File: src/rtl/ifetch_if.sv
// Fetch-side bus bundle: the instruction-ROM read port plus the decode handshake.
// Handshake: a transfer happens on a rising edge where out_valid && out_ready; out_pc/out_insn must not change while out_valid && !out_ready.
interface ifetch_if #(
    parameter int WORD = 32,
    parameter int ADDR = 32
);
    logic [ADDR-1:0] imem_addr;
    logic [WORD-1:0] imem_dout;
    logic            out_valid;
    logic            out_ready;
    logic [ADDR-1:0] out_pc;
    logic [WORD-1:0] out_insn;

    modport master (
        output imem_addr,
        input  imem_dout,
        output out_valid,
        input  out_ready,
        output out_pc,
        output out_insn
    );

    modport slave (
        input  imem_addr,
        output imem_dout,
        input  out_valid,
        output out_ready,
        input  out_pc,
        input  out_insn
    );
endinterface

File: src/rtl/ifetch.sv
// Instruction fetch unit: drives the ROM address and presents (pc, insn) to decode.
// Optional macro IFETCH_PERF_EN adds handshake/stall performance counters.
module ifetch #(
    parameter int              WORD     = 32,
    parameter int              ADDR     = 32,
    parameter logic [ADDR-1:0] RESET_PC = '0
) (
    input  logic            clk_i,
    input  logic            rst_ni,
    ifetch_if.master        bus,
    input  logic            fetch_en_i,
    input  logic            redirect_i,
    input  logic [ADDR-1:0] redirect_pc_i,
    output logic            fault_o,
    output logic [ADDR-1:0] fault_addr_o,
`ifdef IFETCH_PERF_EN
    output logic [31:0]     perf_fetched_o,
    output logic [31:0]     perf_stall_o,
`endif
    output logic [1:0]      state_o
);

    localparam logic [1:0] ST_BOOT  = 2'd0;
    localparam logic [1:0] ST_RUN   = 2'd1;
    localparam logic [1:0] ST_PAUSE = 2'd2;
    localparam logic [1:0] ST_FAULT = 2'd3;

    logic [1:0]      state_q, state_d;
    logic [ADDR-1:0] pc_q, pc_d;
    logic            fault_q, fault_d;
    logic [ADDR-1:0] fault_addr_q, fault_addr_d;
    logic [ADDR-1:0] pc_inc;
    logic [ADDR-1:0] imem_addr;
    logic [WORD-1:0] insn;
    logic            out_valid;
    logic            redir_ok;

    assign pc_inc   = pc_q + ADDR'(4);
    assign redir_ok = (redirect_pc_i[1:0] == 2'b00);

    // Redirect dominates every state; otherwise the address is either the
    // next sequential PC (on accept) or a replay of pc_q.
    always_comb begin
        state_d      = state_q;
        pc_d         = pc_q;
        fault_d      = fault_q;
        fault_addr_d = fault_addr_q;
        imem_addr    = pc_q;
        if (redirect_i) begin
            if (redir_ok) begin
                imem_addr = redirect_pc_i;
                pc_d      = redirect_pc_i;
                fault_d   = 1'b0;
                state_d   = fetch_en_i ? ST_RUN : ST_PAUSE;
            end else begin
                fault_addr_d = redirect_pc_i;
                fault_d      = 1'b1;
                state_d      = ST_FAULT;
            end
        end else begin
            case (state_q)
                ST_BOOT: state_d = fetch_en_i ? ST_RUN : ST_PAUSE;
                ST_RUN: begin
                    if (bus.out_ready) begin
                        imem_addr = pc_inc;
                        pc_d      = pc_inc;
                        state_d   = fetch_en_i ? ST_RUN : ST_PAUSE;
                    end
                end
                ST_PAUSE: begin
                    if (fetch_en_i) state_d = ST_RUN;
                end
                default: state_d = ST_FAULT;
            endcase
        end
    end

    always_ff @(posedge clk_i or negedge rst_ni) begin
        if (!rst_ni) begin
            state_q      <= ST_BOOT;
            pc_q         <= RESET_PC;
            fault_q      <= 1'b0;
            fault_addr_q <= '0;
        end else begin
            state_q      <= state_d;
            pc_q         <= pc_d;
            fault_q      <= fault_d;
            fault_addr_q <= fault_addr_d;
        end
    end

    assign out_valid     = (state_q == ST_RUN) && !redirect_i;
    assign insn          = bus.imem_dout;
    assign bus.imem_addr = imem_addr;
    assign bus.out_valid = out_valid;
    assign bus.out_pc    = pc_q;
    assign bus.out_insn  = insn;
    assign fault_o       = fault_q;
    assign fault_addr_o  = fault_addr_q;
    assign state_o       = state_q;

`ifdef IFETCH_PERF_EN
    logic [31:0] perf_fetched_q, perf_stall_q;

    always_ff @(posedge clk_i or negedge rst_ni) begin
        if (!rst_ni) begin
            perf_fetched_q <= '0;
            perf_stall_q   <= '0;
        end else begin
            if (out_valid && bus.out_ready)  perf_fetched_q <= perf_fetched_q + 32'd1;
            if (out_valid && !bus.out_ready) perf_stall_q   <= perf_stall_q + 32'd1;
        end
    end

    assign perf_fetched_o = perf_fetched_q;
    assign perf_stall_o   = perf_stall_q;
`endif

endmodule

File: src/flat_wrapper.sv
// flat-port wrapper written by rule: the top's interface ports become plain ports
module ifetch_flat 
#(
    parameter int              WORD     = 32,
    parameter int              ADDR     = 32,
    parameter logic [ADDR-1:0] RESET_PC = '0
)
  (clk_i, rst_ni, fetch_en_i, redirect_i, redirect_pc_i, fault_o, fault_addr_o, state_o, bus_imem_addr, bus_imem_dout, bus_out_valid, bus_out_ready, bus_out_pc, bus_out_insn);
  ifetch_if #(.WORD(WORD), .ADDR(ADDR)) bus_i ();
  input  logic clk_i;
  input  logic rst_ni;
  input  logic fetch_en_i;
  input  logic redirect_i;
  input  logic [ADDR-1:0] redirect_pc_i;
  output logic fault_o;
  output logic [ADDR-1:0] fault_addr_o;
  output logic [1:0] state_o;
  output wire logic [$bits(bus_i.imem_addr)-1:0] bus_imem_addr;
  input wire logic [$bits(bus_i.imem_dout)-1:0] bus_imem_dout;
  output wire logic [$bits(bus_i.out_valid)-1:0] bus_out_valid;
  input wire logic [$bits(bus_i.out_ready)-1:0] bus_out_ready;
  output wire logic [$bits(bus_i.out_pc)-1:0] bus_out_pc;
  output wire logic [$bits(bus_i.out_insn)-1:0] bus_out_insn;
  assign bus_imem_addr = bus_i.imem_addr;
  assign bus_i.imem_dout = bus_imem_dout;
  assign bus_out_valid = bus_i.out_valid;
  assign bus_i.out_ready = bus_out_ready;
  assign bus_out_pc = bus_i.out_pc;
  assign bus_out_insn = bus_i.out_insn;
  ifetch #(.WORD(WORD), .ADDR(ADDR), .RESET_PC(RESET_PC)) u_core (.clk_i(clk_i), .rst_ni(rst_ni), .bus(bus_i), .fetch_en_i(fetch_en_i), .redirect_i(redirect_i), .redirect_pc_i(redirect_pc_i), .fault_o(fault_o), .fault_addr_o(fault_addr_o), .state_o(state_o));
endmodule
File: config.mk
export PLATFORM = sky130hd
export DESIGN_NAME = ifetch_flat
export DESIGN_NICKNAME = d
export VERILOG_FILES = /design/src/rtl/ifetch_if.sv /design/src/rtl/ifetch.sv /design/src/flat_wrapper.sv
export SDC_FILE = /design/constraint.sdc
export NUM_CORES = 1
export LEC_CHECK = 0
export BUFFER_PORTS_ARGS = -buffer_cell sky130_fd_sc_hd__buf_2
export CORE_ASPECT_RATIO = 1.1
export CORE_MARGIN = 8
export CORE_UTILIZATION = 48
export DETAILED_ROUTE_END_ITERATION = 6
export GPL_ROUTABILITY_DRIVEN = 0
export PLACE_DENSITY = 0.95
export SLEW_MARGIN = 20
export SYNTH_ARGS = -nofsm -noshare
export SYNTH_HDL_FRONTEND = slang
export SYNTH_SLANG_ARGS = --single-unit
File: constraint.sdc
create_clock -name clk_i -period 3.5 [get_ports clk_i]
set_input_delay 0.525 -clock clk_i [delete_from_list [all_inputs] [get_ports clk_i]]
set_output_delay 0.525 -clock clk_i [all_outputs]
set_load 0.02 [all_outputs]
* After elaboration in Yosys (flattened, before gate mapping)
Index checks and enable logic that the tools add are counted.
Word-level totals: bits in registers 67, latch bits 0, bits in writable memories 0, bits in read-only memories 0, bits of input ports 69, memories 0
Operators by class: add/subtract/negate cells 1, multipliers 0, div/mod/pow operators 0, magnitude comparators 0, eq/ne operators 4, shifts and indexed selects 0, multiplexer cells 11, bitwise logic cells 1, reductions and logical operators 6
Operators by type and width (number):
- $mux W32 | 4
- $add A32 B3 Y32 const B | 1
- $mux W2 | 5
- $ne A3 B3 Y1 const B | 2
- $pmux W2 S3 | 1
- $logic_not A2 Y1 | 2
- $reduce_and A2 Y1 | 2
- $eq A2 B1 Y1 const B | 1
- $eq A2 B2 Y1 const B | 1
- $logic_and A1 B1 Y1 | 1
- $logic_not A1 Y1 | 1
- $mux W1 | 1
- $not A1 Y1 | 1

* Longest topological paths before layout
Gate-level depths: netlist of run 1.
depth after elaboration 4, gate-level depth with buffers 7, mapped depth without buffers 6

* Least setup slack after synthesis of run 1
No wires, ideal clock.
path type reg-to-output, start reg u_core.pc_q[6], in the netlist u_core.bus.out_pc[6], end out bus_imem_addr[25], arrival time 2.314 ns, data required time 2.975 ns, setup slack 0.661 ns, stages on the path, launching flop included 7, cell sequence dfrtp_1 -> nand3_4 -> or4_1 -> buf_6 -> o41ai_2 -> a21oi_1 -> a311oi_1
Between the ends: word-level cells in the longest chain between the ends 4
RTL lines:
- start: declaration | RTL line ifetch.sv:29 | logic [ADDR-1:0] pc_q, pc_d;
- start signal: assignment | RTL line ifetch.sv:86 | pc_q <= pc_d;
- $add A32 B3 Y32 | RTL line ifetch.sv:38 | assign pc_inc = pc_q + ADDR'(4);
- $mux W32 | RTL line ifetch.sv:64 | if (bus.out_ready) begin
- $mux W32 | RTL line ifetch.sv:61 | case (state_q)
- $mux W32 | RTL line ifetch.sv:49 | if (redirect_i) begin
- end: declaration | RTL line flat_wrapper.sv:18 | output wire logic [$bits(bus_i.imem_addr)-1:0] bus_imem_addr;
No other way between the ends.

* Worst setup path after layout of run 1
Ends and elaborated chain as after synthesis.

==> run metrics, run 1 <==
status finished clean; fraction of layout instances using a drive strength above 1 45.04%; Rows 33; Setup TNS 0 ps; total CTS buffers 9; unrepaired setup endpoints after global routing false; sequential-to-total area share from yosys stat 47.05%; CTS tree done; Final Critical Period 3253 ps; Async SR Flop Fraction 100.0%; Net Count, Synth 419; Detailed Routing Iterations Pass 1 6; FILL cells 621; largest net degree at the start of global routing 45; Simple-Gate Fraction of Synth Area 17.17%; Avg Inst Size Synth 10.21 sq um; Slew @ Worst Pin 608.4 ps; crit path DAT 2730 ps; startpoint types register; gr usage total 20.26%; CTS Root Cell clkbuf_8; Post-Route WL 10600 um; GRT busiest layer met2; ant diodes 0; # DRC 0; Hold Buf Count CTS 0; Compound-Gate Fraction of Synth Area 13.38%; crit share post-route 92.94%; vias in the first global route 3377; Synth Flop Type dfrtp_1; crit path max fanout 9; I/O pins 201; IR drop worst, VDD 306.1 uV; Port Buffers 136; Core ar. 7308 sq um; P per Cell Area 542.5 nW/um^2; HP Class input port to asynchronous set/reset pin; Final Hold Fails 0; Synth Area in Adders 0.3511%; die area 10440 sq um; post-place setup slack 492.8 ps; number of gates resized after CTS 0; Die Height 106.4 um; Final WS setup 247.2 ps; leakage 1.987 nW; largest family of logic cells by synthesized area simple AND/OR/NAND/NOR gates; Horiz. Die Dim 98.15 um; EDFF count, synth 0; clock sink count 67; Syn. warnings 0; initial drt markers 161; CTS max path bufs 2; Fmax 307.4 MHz; Synth Area in XOR/XNOR 1.475%; detailed-route via count 3208; commonest non-fill, non-tap cells in the layout 136 x buf_2, 67 x dfrtp_1, 34 x nand2_1, 34 x mux2_2, 26 x nor2_1; WS Path Type register to primary output; Worst-path clk slew 70 ps; Synth Register Bits 67; worst clock skew 5.559 ps; wire length per cell 19.24 um; initial antenna violation count 0; library cells used by synthesis 53; Starting Density 48.76%; gr ovfl total 0; Avg Vias per Cell 5.822; Post-Syn Area 3563 sq um; met1 Use GR 21.51%; Worst slew margin 59.29%; clk_lat worst skew 340 ps; Layout Nets 529; Post-DRT Antenna Nets 0; first-pass GRT wire length 16990 um; Finish-stage setup viols 0; maxcap violations 0; fin. max-slew vios 0; cells after synthesis 349; Area Growth Syn to Fin 22.58%; # Post-CTS Setup Buffers 0; required time of the critical path 2970 ps; nature of the critical path endpoint primary output; post-synthesis mux area share 11.03%; HPWL Detailed 8153 um; grt met2 use 35.50%; H-tree levels 3; met3 Resource Use GR 8.497%; most common cell after layout, fill and taps aside buf_2
-- registers in the layout, summed over array words and instances (netlist names) --
register	cells
u_core.bus.out_pc	32
u_core.fault_o	1
u_core.state_o	2
u_core.fault_addr_o	32
-- layer usage --
layer	up-vias	share of wire [%]
met5	-	0
li1	1462	-
met2	164	51
met4	0	2.0
met1	1556	38
met3	26	9.0
-- cells by family (layout without fill, tap and decap cells) --
kind of cell / count (synthesis) / after routing
xor gates and xnor gates: 6 / 6
adders and majority gates: 1 / 1
AOI/OAI and AO/OA: 68 / 68
buffers and inverters: 56 / 171
DFF: 67 / 67
muxes: 35 / 35
and+or+nand+nor: 116 / 116
-- synth_stat cells, drive strengths merged (2+ instances only) --
cell type	n	area share, %
o311ai	4	0.98
nor3	10	1.5
nand2	34	3.6
o211ai	3	0.63
o22ai	2	0.35
a31oi	6	1.1
a211oi	3	0.63
and3	6	1.1
nand3	13	2.2
xnor2	4	0.98
a311o	2	0.56
o21ai	11	1.5
dfrtp	67	47
and4	2	0.49
a311oi	5	1.2
inv	6	0.63
buf	35	7.3
or4	2	0.46
o21a	7	1.5
nor4	9	2.2
nor2	26	2.7
and2	2	0.35
clkbuf	14	1.5
mux2	34	11
xor2	2	0.49
o221a	2	0.63
nand4	5	0.88
a21oi	15	2.1
-- per-stage QoR --
| step | cell area (sq um) | hold WS (ps) | instances | utilization, % | power (mW) |
|---|---|---|---|---|---|
| CTS | 4368 | 149.2 | 551 | 59.77 | 2.387 |
| global placement | 4140 | 463.6 | 535 | 56.65 | 1.631 |
| detailed placement | 4140 | 481.5 | 535 | 56.65 | 1.653 |
| finish | 4368 | 155.0 | 551 | 59.77 | 2.370 |
| global route | 4368 | 183.5 | 551 | 59.77 | 2.488 |
| floorplan | 3563 | 229.4 | 349 | - | 1.428 |
-- critical path, cell delays in order (launching register included) --
cell and delay (ps):
dfrtp_1 460, nand3_4 150, or4_1 780, o41ai_2 360, a21oi_1 110, a311oi_1 290, buf_2 240
-- final cells by class --
cell class / instances / area (sq um) / area share, %
repair buffers: 148 / 770.7 / 17.65
multi-input cells: 226 / 1558 / 35.66
well taps: 87 / 108.9 / 2.492
clock inverters: 4 / 72.57 / 1.661
inverters: 7 / 26.28 / 0.6015
flip-flops and latches: 67 / 1677 / 38.38
clock buffers: 12 / 155.1 / 3.552
-- power breakdown --
part / leakage, nW / switching [mW] / total, mW / internal [mW]
Sequential: 0.762 / 0.0942 / 0.967 / 0.873
Combinational: 1.11 / 0.432 / 0.672 / 0.240
Clock: 0.113 / 0.292 / 0.731 / 0.439
Total: 1.99 / 0.818 / 2.37 / 1.55
-- worst paths after layout --
kind	cells past startpoint	startpoint	slack, ps	endpoint
setup / recovery	6	u_core.bus.out_pc[6]$_DFF_PN0_	250	bus_imem_addr[25]
hold / removal	1	rst_ni	160	u_core.bus.out_pc[6]$_DFF_PN0_
setup reg to reg	6	u_core.bus.out_pc[2]$_DFF_PN0_	1240	u_core.bus.out_pc[24]$_DFF_PN0_
hold reg to reg	1	u_core.fault_addr_o[14]$_DFFE_PN0P_	500	u_core.fault_addr_o[14]$_DFFE_PN0P_
max in group asynchronous	2	rst_ni	2370	u_core.bus.out_pc[21]$_DFF_PN0_
min in group clk_i	2	redirect_pc_i[10]	430	u_core.fault_addr_o[10]$_DFFE_PN0P_
Power figures use the tool's default switching activity.
==> inputs of run 2 (changes only) <==
--- a/config.mk
+++ b/config.mk
@@ -8,10 +8,10 @@
 export BUFFER_PORTS_ARGS = -buffer_cell sky130_fd_sc_hd__buf_2
 export CORE_ASPECT_RATIO = 1.1
 export CORE_MARGIN = 8
-export CORE_UTILIZATION = 48
+export CORE_UTILIZATION = 40
 export DETAILED_ROUTE_END_ITERATION = 6
 export GPL_ROUTABILITY_DRIVEN = 0
-export PLACE_DENSITY = 0.95
+export PLACE_DENSITY = 0.89
 export SLEW_MARGIN = 20
 export SYNTH_ARGS = -nofsm -noshare
 export SYNTH_HDL_FRONTEND = slang
==> constraint.sdc (replaced) <==
create_clock -name clk_i -period 2.65 [get_ports clk_i]
set_input_delay 0.3975 -clock clk_i [delete_from_list [all_inputs] [get_ports clk_i]]
set_output_delay 0.3975 -clock clk_i [all_outputs]
set_load 0.02 [all_outputs]
==> run 2 against run 1 <==
- the run now ends with setup timing left
- sequential power is 32% higher
- cell count is 10% higher
- utilization is 3.6 points lower
- clock skew is 3.5 ps higher
- first-iteration DRC count is 26% higher
- via count is 6.7% higher
- die area is 17% higher
- setup slack worse by 370 ps
- count of clock-buffer cells in the layout is 3 lower
- global-route usage is 1.3 points lower
- highest routed layer unchanged
==> run metrics, run 2 (synthesized netlist as in run 1, its figures left out) <==
status complete, but fails checks; failing checks setup timing; fraction of layout instances using a drive strength above 1 56.68% (+12 points); wire length per cell 19.73 um (+2.6%); HPWL Detailed 8587 um (+5.3%); HP Class input port to asynchronous set/reset pin; Core ar. 8783 sq um (+20%); total CTS buffers 9 (unchanged); final std cells w/o fill 608 (+10%); # DRC 0 (unchanged); Worst slew margin 43.79% (-15 points); crit path from u_core.bus.out_pc[10]$_DFF_PN0_; Finish-stage setup viols 16 (+16); detailed-route via count 3422 (+6.7%); Die Height 115.0 um (+8.1%); Layout Nets 559 (+5.7%); Final Hold Fails 0 (unchanged); top cell family by delay on the critical path simple AND/OR/NAND/NOR gates; RR Startpoint u_core.bus.out_pc[7]$_DFF_PN0_; P per Cell Area 650.3 nW/um^2 (+20%); Worst-path clk slew 80 ps (about the same); ant diodes 0 (unchanged); gr ovfl total 0 (unchanged); worst r2r path cells 9 (+3); clock sink count 67 (unchanged); Horiz. Die Dim 106.0 um (+8.0%); commonest non-fill, non-tap cells in the layout 116 x buf_2, 62 x dfrtp_1, 53 x buf_4, 34 x mux2_2, 33 x nand2_1; Area Growth Syn to Fin 38.34%; startpoint types register; Final Critical Period 2774 ps; maxcap violations 0 (unchanged); worst path bufs/invs 2 (+1); initial drt markers 203 (+26%); Placed Instance Area 4269 sq um (+3.1%); die area 12190 sq um (+17%); Fmax 360.5 MHz; crit path max fanout 5 (-4); nature of the critical path endpoint primary output; placed cells 572 (+6.9%); initial antenna violation count 0 (unchanged); Rows 36 (+9.1%); clk_lat worst skew 360 ps (+20 ps); crit path DAT 2380 ps (-350 ps); Starting Density 40.57% (-8.2 points); Avg Vias per Cell 5.628 (-3.3%); vias in the first global route 3569 (+5.7%); Port Buffers 136 (unchanged); IR drop worst, VDD 417.8 uV (+37%); CTS tree done; fin. max-slew vios 0 (unchanged); CTS Root Cell clkbuf_8; Detailed Routing Iterations Pass 1 5 (-1); Worst path depth 7 (+1); worst hold margin 149.8 ps (-5.201 ps); first-pass GRT wire length 18390 um (+8.2%); total power 3.206 mW (+35%); I/O pins 201 (unchanged); CTS max path bufs 2 (unchanged); r2r setup slk 630 ps (-610 ps); crit share post-route 104.7%; gr usage total 18.99% (-1.3 points); Critical-path top delay cell or4_4; most common cell after layout, fill and taps aside buf_2; Post-Route WL 12000 um (+13%); fin util 56.13% (-3.6 points); unrepaired setup endpoints after global routing true; Final WS setup -123.6 ps (-370.7 ps); H-tree levels 3 (unchanged); R2R Path End u_core.bus.out_pc[29]$_DFF_PN0_; Post-DRT Antenna Nets 0 (unchanged); design area 4930 sq um (+13%); critical path, cell by cell nand3_2, or4_4, buf_6, o41ai_4, a21oi_2, a311oi_2, buf_4; largest net degree at the start of global routing 68 (+51%); required time of the critical path 2250 ps (-720 ps); post-place setup slack 48.06 ps (-444.7 ps); Largest stage delay, worst path 530 ps (-250 ps); leakage 2.212 nW (+11%); Setup TNS -855.1 ps (-855.1 ps); WS Path Type register to primary output; worst clock skew 9.093 ps (+3.533 ps); Slew @ Worst Pin 843.1 ps (+234.7 ps); Hold Buf Count CTS 0 (unchanged)
[run 2: cell count changes in the layout (fill, tap and decap cells not counted), sizes merged]
cell      before  now
clkbuf        12    9
buf          148  178
bufinv         2    1
clkinv         2    5
clkinvlp       1    2
[run 2: per-layer routing]
metal	vias up	part of all wire (%)	track usage, %
li1	1513	-	-
met1	1672	38	20.90
met2	205	51	32.72
met3	32	8.1	6.614
met4	0	2.4	7.887
met5	-	0	0
[run 2: cell type report]
cell class | count | area (sq um)
inverters | 7 | 26.28
flip-flops and latches | 67 | 1683
repair buffers | 178 | 1080
clock inverters | 7 | 68.82
fillers | 733 | 3854
multi-input cells | 226 | 1805
well taps | 114 | 142.6
clock buffers | 9 | 123.9
[run 2: worst max path at each step]
stage | to | slack [ps]
after floorplan | bus_imem_addr[15] | 20
after global placement | bus_imem_addr[14] | 70
after detailed placement | bus_imem_addr[14] | 50
after CTS | bus_imem_addr[25] | -150
after global routing | bus_imem_addr[15] | -220
final | bus_imem_addr[25] | -120
[run 2: what timing repair did]
item / 4_1_cts / 5_1_grt
setup endpoints to repair: 22 / 24
gates resized for setup: 43 / 41
cloned: 1 / 0
pin swaps: 18 / 14
setup buffers: 8 / 11
[run 2: power breakdown]
group	internal [mW]	leakage, nW	switching, mW
sequential	1.15	0.757	0.123
clock	0.431	0.0950	0.431
combinational	0.422	1.36	0.645
total	2.01	2.21	1.20
==> inputs of run 3 (changes only) <==
--- a/config.mk
+++ b/config.mk
@@ -5,13 +5,14 @@
 export SDC_FILE = /design/constraint.sdc
 export NUM_CORES = 1
 export LEC_CHECK = 0
+export ABC_AREA = 1
 export BUFFER_PORTS_ARGS = -buffer_cell sky130_fd_sc_hd__buf_2
 export CORE_ASPECT_RATIO = 1.1
 export CORE_MARGIN = 8
-export CORE_UTILIZATION = 40
+export CORE_UTILIZATION = 41
 export DETAILED_ROUTE_END_ITERATION = 6
 export GPL_ROUTABILITY_DRIVEN = 0
-export PLACE_DENSITY = 0.89
+export PLACE_DENSITY = 0.88
 export SLEW_MARGIN = 20
 export SYNTH_ARGS = -nofsm -noshare
 export SYNTH_HDL_FRONTEND = slang
==> run 3 against run 2 <==
- the flow now finishes without violations
- synthesized cell count up 42%
- area after synthesis up 8.7%
- via count up 10%
- critical endpoint is now bus_imem_addr[22]
- highest routed layer unchanged
==> run metrics, run 3 <==
WS Path Type register to primary output; Synth Area in XOR/XNOR 2.261% (+0.79 points); post-synthesis mux area share 0% (-11 points); Post-Syn Area 3874 sq um (+8.7%); Synth Register Bits 67 (unchanged); Critical-path top delay cell dfrtp_2; largest net degree at the start of global routing 68 (unchanged); crit path DAT 2070 ps (-310 ps); gr usage total 19.47% (+0.48 points); CTS max path bufs 2 (unchanged); unrepaired setup endpoints after global routing false; library cells used by synthesis 36 (-32%); detailed-route via count 3764 (+10%); Detailed Routing Iterations Pass 1 4 (-1); Largest stage delay, worst path 420 ps (-110 ps); Fmax 405.9 MHz (+13%); die area 12820 sq um (+5.2%); Synth Area in Adders 0.3230% (-0.028 points); Die Height 117.9 um (+2.6%); cells after synthesis 495 (+42%); synth top area cells dfrtp_1 43%, nand2_1 18%, buf_4 6.4%; Net Count, Synth 565 (+35%); gr ovfl total 0 (unchanged); total power 3.041 mW (-5.1%); Post-Route WL 12130 um (+1.1%); HPWL Detailed 9409 um (+9.6%); Synth Flop Type dfrtp_1; Final WS setup 186.3 ps (+309.9 ps); Hold Buf Count CTS 0 (unchanged); startpoint types register; Slew @ Worst Pin 862.9 ps (+19.77 ps); Area Growth Syn to Fin 19.28%; Core ar. 9259 sq um (+5.4%); maxcap violations 0 (unchanged); commonest non-fill, non-tap cells in the layout 181 x nand2_1, 135 x buf_2, 65 x dfrtp_1, 33 x nand3_1, 30 x nor2_1; Setup TNS 0 ps (+855.1 ps); clock sink count 67 (unchanged); fraction of layout instances using a drive strength above 1 31.68% (-25 points); worst path bufs/invs 2 (unchanged); most common cell after layout, fill and taps aside nand2_1; critical path, cell by cell ha_2, inv_1, nor2_2, nand2_1, nor2_2, nand2_1, xnor2_1, nand2_1, nand2_1, buf_2; EDFF count, synth 0 (unchanged); leading area contributor after synthesis dfrtp_1; worst clock skew 7.699 ps (-1.393 ps); H-tree levels 3 (unchanged); Starting Density 41.84% (+1.3 points); CTS Root Cell clkbuf_8; Finish-stage setup viols 0 (-16); Async SR Flop Fraction 100.0% (unchanged); P per Cell Area 658.2 nW/um^2 (+1.2%); Placed Instance Area 4456 sq um (+4.4%); required time of the critical path 2250 ps (about the same); HP Class input port to asynchronous set/reset pin; Final Critical Period 2464 ps (-309.9 ps); I/O pins 201 (unchanged); Worst-path clk slew 70 ps (about the same); crit path max fanout 5 (unchanged); critical path's most frequent cell nand2_1; design area 4621 sq um (-6.3%); Port Buffers 136 (unchanged); crit path from u_core.bus.out_pc[3]$_DFF_PN0_; largest family of logic cells by synthesized area simple AND/OR/NAND/NOR gates; Rows 37 (+2.8%); vias in the first global route 4064 (+14%); Avg Inst Size Synth 7.826 sq um (-23%); Syn. warnings 0 (unchanged); initial antenna violation count 0 (unchanged); Layout Nets 672 (+20%); leading cell type by number of instances after synthesis nand2_1; Avg Vias per Cell 5.206 (-7.5%); crit share post-route 92.97% (-12 points); IR drop worst, VDD 361.2 uV (-14%); status finished clean; Worst path depth 10 (+3); # DRC 0 (unchanged); initial drt markers 217 (+6.9%); Worst slew margin 42.47% (-1.3 points); first-pass GRT wire length 20100 um (+9.3%); most instantiated cells after synthesis 181 x nand2_1, 67 x dfrtp_1, 33 x buf_4, 33 x nand3_1, 31 x nor2_1; nature of the critical path endpoint primary output; leakage 2.454 nW (+11%); Post-DRT Antenna Nets 0 (unchanged); ant diodes 0 (unchanged); clk_lat worst skew 340 ps (-20 ps); CTS tree done; Simple-Gate Fraction of Synth Area 33.91% (+17 points); RR Startpoint u_core.bus.out_pc[3]$_DFF_PN0_; sequential-to-total area share from yosys stat 43.28% (-3.8 points); total CTS buffers 9 (unchanged); Final Hold Fails 0 (unchanged); Compound-Gate Fraction of Synth Area 8.559% (-4.8 points); post-place setup slack 392.8 ps (+344.7 ps); Synth top area share 43.28% (-3.8 points); fin. max-slew vios 0 (unchanged); top cell family by delay on the critical path simple AND/OR/NAND/NOR gates; fin util 49.91% (-6.2 points); worst r2r path cells 10 (+1); wire length per cell 16.77 um (-15%); Horiz. Die Dim 108.7 um (+2.5%)
[run 3: changes by cell type in the layout (fill, tap and decap cells not counted), sizes merged, moves of 6 or more]
cell	change
buf	-35
nand3	+24
inv	+28
o21a	-6
a31oi	-6
nor3	-8
mux2	-34
a21oi	-13
nand4	+6
nor2	+21
nor4	-9
a22oi	+23
nand2	+152
[run 3: through the flow]
stage | cells | hold WS (ps)
floorplan | 495 | 101.9
global placement | 708 | 449.3
detailed placement | 708 | 457.3
CTS | 723 | 193.4
global route | 723 | 237.4
finish | 723 | 175.0
[run 3: per-layer routing]
| layer | track usage [%] | wire length [um] | vias to the layer above |
|---|---|---|---|
| met1 | 22.41 | 4899 | 1793 |
| met4 | 6.084 | 116 | 0 |
| met3 | 5.915 | 916 | 14 |
| met2 | 33.31 | 6194 | 162 |
| met5 | 0 | 0 | - |
| li1 | - | - | 1795 |
[run 3: worst register-to-register path, stage by stage (launching register included)]
cell     delay, ps
dfrtp_2        420
ha_2           230
inv_1           70
nor2_2         180
nand2_1        120
nor2_2         170
nand3_1         90
nand2_1         60
nand2_1         50
nand2_1         70
nand2_1         80
[run 3: what timing repair did]
item,in CTS,in global routing
resized for setup,0,3
buffers inserted,0,0
hold endpoints to repair,0,0
setup endpoints to repair,0,3
[run 3: path summary, 6_finish.rpt]
check / to / slack (ps)
worst max-delay path: bus_imem_addr[22] / 190
worst min-delay path: u_core.bus.out_pc[11]$_DFF_PN0_ / 180
worst max register to register: u_core.bus.out_pc[30]$_DFF_PN0_ / 990
worst min register to register: u_core.fault_addr_o[31]$_DFFE_PN0P_ / 470
max in group asynchronous: u_core.bus.out_pc[2]$_DFF_PN0_ / 1880
min in group clk_i: u_core.fault_addr_o[1]$_DFFE_PN0P_ / 270
[run 3: power breakdown]
group	internal, mW	switching, mW
logic	0.308	0.664
clock network	0.356	0.380
registers	1.16	0.170
total	1.83	1.21
[run 3: final cells by class]
type | instances | area, sq um
Fill cell | 899 | 4638
Inverter | 35 | 131.4
Clock inverter | 3 | 15.01
Tap cell | 117 | 146.4
Timing Repair Buffer | 143 | 748.2
Multi-Input combinational cell | 346 | 1755
Sequential cell | 67 | 1679
Clock buffer | 12 | 145.1
[run 3: kinds of logic (layout without fill, tap and decap cells)]
family / Yosys count / in the layout
AOI/OAI and AO/OA: 49 / 49
xor gates and xnor gates: 10 / 10
adders and majority gates: 1 / 1
buffers and inverters: 82 / 193
DFF: 67 / 67
and+or+nand+nor: 286 / 286
